--- src/rtl/mux_arb_reg.sv ---
// N-way registered selector with valid/ready handshaking on every channel.
// Picks a channel by explicit index or by round-robin, then holds it in one output stage.
module mux_arb_reg #(
  parameter int WIDTH = 32,
  parameter int N     = 4,
  localparam int SEL_W = $clog2(N)
) (
  input  logic               clk_i,
  input  logic               rst_i,
  input  logic               mode_i,
  input  logic [SEL_W-1:0]   sel_i,
  input  logic [N-1:0]       in_valid_i,
  input  logic [N*WIDTH-1:0] in_data_i,
  output logic [N-1:0]       in_ready_o,
  output logic               out_valid_o,
  output logic [WIDTH-1:0]   out_data_o,
  output logic [SEL_W-1:0]   out_chan_o,
  input  logic               out_ready_i
);

  logic             outValid_q, outValid_d;
  logic [WIDTH-1:0] outData_q, outData_d;
  logic [SEL_W-1:0] outChan_q, outChan_d;
  logic [SEL_W-1:0] ptr_q, ptr_d;

  logic             accept;
  logic             grantValid;
  logic [SEL_W-1:0] grantIdx;

  assign accept = !outValid_q || out_ready_i;

  // Round-robin scans from ptr upward and wraps; the first valid channel wins.
  always_comb begin
    int idx;
    grantValid = 1'b0;
    grantIdx   = '0;
    idx        = 0;
    if (!mode_i) begin
      for (int i = 0; i < N; i++) begin
        if (int'(sel_i) == i && in_valid_i[i]) begin
          grantValid = 1'b1;
          grantIdx   = SEL_W'(i);
        end
      end
    end else begin
      for (int k = 0; k < N; k++) begin
        idx = (int'(ptr_q) + k) % N;
        if (!grantValid && in_valid_i[SEL_W'(idx)]) begin
          grantValid = 1'b1;
          grantIdx   = SEL_W'(idx);
        end
      end
    end
  end

  always_comb begin
    in_ready_o = '0;
    if (!rst_i && accept && grantValid) in_ready_o[grantIdx] = 1'b1;
  end

  always_comb begin
    outValid_d = outValid_q;
    outData_d  = outData_q;
    outChan_d  = outChan_q;
    ptr_d      = ptr_q;
    if (accept) begin
      outValid_d = grantValid;
      if (grantValid) begin
        outData_d = in_data_i[int'(grantIdx)*WIDTH +: WIDTH];
        outChan_d = grantIdx;
        if (mode_i) ptr_d = SEL_W'((int'(grantIdx) + 1) % N);
      end
    end
  end

  always_ff @(posedge clk_i or posedge rst_i) begin
    if (rst_i) begin
      outValid_q <= 1'b0;
      outData_q  <= '0;
      outChan_q  <= '0;
      ptr_q      <= '0;
    end else begin
      outValid_q <= outValid_d;
      outData_q  <= outData_d;
      outChan_q  <= outChan_d;
      ptr_q      <= ptr_d;
    end
  end

  assign out_valid_o = outValid_q;
  assign out_data_o  = outData_q;
  assign out_chan_o  = outChan_q;

endmodule

--- config.mk ---
export PLATFORM = sky130hd
export DESIGN_NAME = mux_arb_reg
export DESIGN_NICKNAME = d
export VERILOG_FILES = /design/src/rtl/mux_arb_reg.sv
export SDC_FILE = /design/constraint.sdc
export NUM_CORES = 1
export LEC_CHECK = 0
export ABC_AREA = 1
export ABC_CLOCK_PERIOD_IN_PS = 3400
export CAP_MARGIN = 30
export CORE_MARGIN = 3
export CORE_UTILIZATION = 42
export DETAILED_ROUTE_END_ITERATION = 7
export PLACE_DENSITY = 0.87
export SLEW_MARGIN = 25
export SYNTH_ARGS = -nofsm -noshare
export SYNTH_HDL_FRONTEND = slang
export SYNTH_SLANG_ARGS = --single-unit
--- constraint.sdc ---
create_clock -name clk_i -period 3.4 [get_ports clk_i]
set_input_delay 0.68 -clock clk_i [delete_from_list [all_inputs] [get_ports clk_i]]
set_output_delay 0.68 -clock clk_i [all_outputs]
set_load 0.05 [all_outputs]
==> impl_metrics.toml <==
[status]
status = "finished clean"

[placement]
io_buffers = 176
place_congestion = 0.885
dp_hpwl_um = 8240
placed_cells = 803
postPlaceCellArea_um2 = 4930

[worst_setup_path]
worstSetupPathType = "in2out"
cp_max_fo = 4
r2r_start = "ptr_q[0]$_DFFE_PP0P_"
critPathArrivalTime_ns = 2.59
cp-end-kind = "output port"
r2r_setup_slack_ns = 0.91
cp.required_ns = 2.72
startpoint_type = "input port"
r2r-end = "out_data_o[19]$_DFFE_PP0P_"
worstRegToRegCells = 15

[clock_network]
cts_tree = "yes"
numCtsBuffers = 5
clk_pin_slew_worst_paths_ns = 0.07
worstSkewPairLatency_ns = 0.29
cts.sinks = 37
htree_levels = 2
postCtsResizedCells = 0
clock-root-buffer = "clkbuf_8"
clockBufferDepth = 2

[grt]
antenna_found_initial = 0
grt_pass1_vias = 3981
grt_util_all_layers_pct = 26.3
grt_max_degree = 65
overflow = 0
grt_pass1_wl_um = 18200

[floorplanning]
ios = 177
die_x_um = 91.6
die_area_um2 = 8390
initial_core_util_pct = 44.3
die_y_um = 91.6
rows = 30
core_um2 = 6940

[pwr]
powerDensity_nw_per_um2 = 851
pwr-share-clk_pct = 8.9
peakVddDrop_v = 0.000479
p_total_mw = 4.29
cellInternalPower_mw = 1.92
switching_share_pct = 55.2
combPwrFrac_pct = 73.1
seqPwrFrac_pct = 18.0
p_leak_nw = 2.65
p_sw_mw = 2.37

[detailed_routing]
top_layer = "met4"
drc = 0
dr.pass1.iters = 4
drtIter0Drc = 135
vias = 4024
routed-wl-met2_um = 5350
wl_met3_um = 1150
drt-total-wl_um = 11000
m1WireLength_um = 4220
drtAntennaViolNets = 0
wl_per_cell_um = 13.5
post_drt_via_cell_ratio = 4.96

[logic_synthesis]
synth.cell_area_um2 = 3080
yosys_warnings = 0
syn_inst = 552
syn-num-nets = 690
yosysSeqAreaShare_pct = 30.1
ys_ff_latch = 37
syn_area_per_cell_um2 = 5.57
ys_types = 23

[timing]
worst_slew_pin_slew_ns = 0.669
fin_crit_sh_pct = 96.2
skew_ns = 0.00946
timing.fmax_mhz = 306
timing.final.hold_violations = 0
fin_tns_setup_ns = 0
rsz0062_at_grt = "yes"
setup_violations = 0
relSlewSlack_pct = 55.4
min_period_ns = 3.27
drv_slew = 0

[flow_run]
maxCapViolCount = 0

[min_path]
hp-class = "reg2reg"
hold_path_depth = 2
holdPathEnd = "out_data_o[26]$_DFFE_PP0P_"
hp-start = "out_data_o[26]$_DFFE_PP0P_"

[layout]
n_fill_cell = 577
drive_above_1_share_pct = 5.59
final_area_um2 = 5040
area_delta_synth_final_pct = 64.0
final_cell_mix = "nand2_1 (364), clkdlybuf4s50_1 (172), nand3_1 (75), dfrtp_1 (37)"
fin_cells = 811
nets = 852
num_antenna_cells = 0
utilization_pct = 72.6
layout_commonest_cell = "nand2_1"
[how the worst max path moves through the flow]
stage,startpoint,endpoint,slack [ns],cells after the start
after floorplan,rst_i,in_ready_o[0],0.25,3
after global placement,in_valid_i[2],in_ready_o[1],0.21,14
after detailed placement,in_valid_i[2],in_ready_o[0],0.15,12
after CTS,in_valid_i[2],in_ready_o[1],0.14,14
after global routing,in_valid_i[3],in_ready_o[1],-0.06,14
final,in_valid_i[2],in_ready_o[1],0.13,14
[cells by family after synthesis]
family | Yosys count | synth area share, %
AO/OA/AOI/OAI | 10 | 2.28
buffers and inverters | 52 | 8.34
AND/OR/NAND/NOR | 453 | 59.3
flip-flops | 37 | 30.1
[power groups by stage]
stage,Combinational [mW],Clock (mW),Sequential [mW]
floorplan,1.58,0,1.40
global placement,3.09,0,0.769
detailed placement,3.14,0,0.774
CTS,3.15,0.388,0.771
global route,3.46,0.407,0.795
finish,3.13,0.384,0.773
[through the flow]
stage | hold slack, ns | setup WS (ns)
after floorplan | 0.603 | 0.252
after global placement | 0.462 | 0.213
after detailed placement | 0.464 | 0.154
after CTS | 0.484 | 0.136
after global routing | 0.502 | -0.0646
final | 0.481 | 0.129
[sequential cells by signal, summed over array words and instances, names as in the netlist]
register	flops
out_data_o	32
out_chan_o	2
out_valid_o	1
ptr_q	2
[final cells by class]
type | count | area, um^2 | area share (%)
Clock buffer | 5 | 68.8 | 1.36
Clock inverter | 3 | 46.3 | 0.918
Inverter | 18 | 70.1 | 1.39
Multi-Input combinational cell | 463 | 1910 | 37.9
Sequential cell | 37 | 926 | 18.4
Tap cell | 96 | 120 | 2.38
Timing Repair Buffer | 189 | 1900 | 37.7
[synth_stat cells, drive strengths merged]
cell	instances	area (um^2)
nor3	3	15.0
dfrtp	37	926
buf	27	160
nand4	2	18.8
inv	18	70.1
nand2	367	1380
nand3	76	385
o21ai	8	55.1
clkbuf	7	26.3
o31ai	2	15.0
nor2	5	21.3
[metal layers]
layer,up-vias,GRT usage (%)
li1,2026,-
met1,1788,29.9
met2,190,45.7
met3,20,8.45
met4,0,9.30
met5,-,0
[worst max-delay path, stage by stage]
cell and delay [ns]:
clkdlybuf4s50_1 0.51, inv_1 0.07, nand2_1 0.07, nand3_1 0.09, nand2_1 0.14, nor2_2 0.07
nand3_2 0.09, nand2_2 0.09, nand2_1 0.08, nand2_1 0.06, inv_1 0.07, nand2_1 0.12
nor3_2 0.27, buf_12 0.17
[repair_timing]
action / 4_1_cts / 5_1_grt
hold buffers: 0 / 0
buffers inserted: 0 / 0
endpoints found under the setup margin: 0 / 4
No activity file was read; power rests on OpenSTA's default activity.
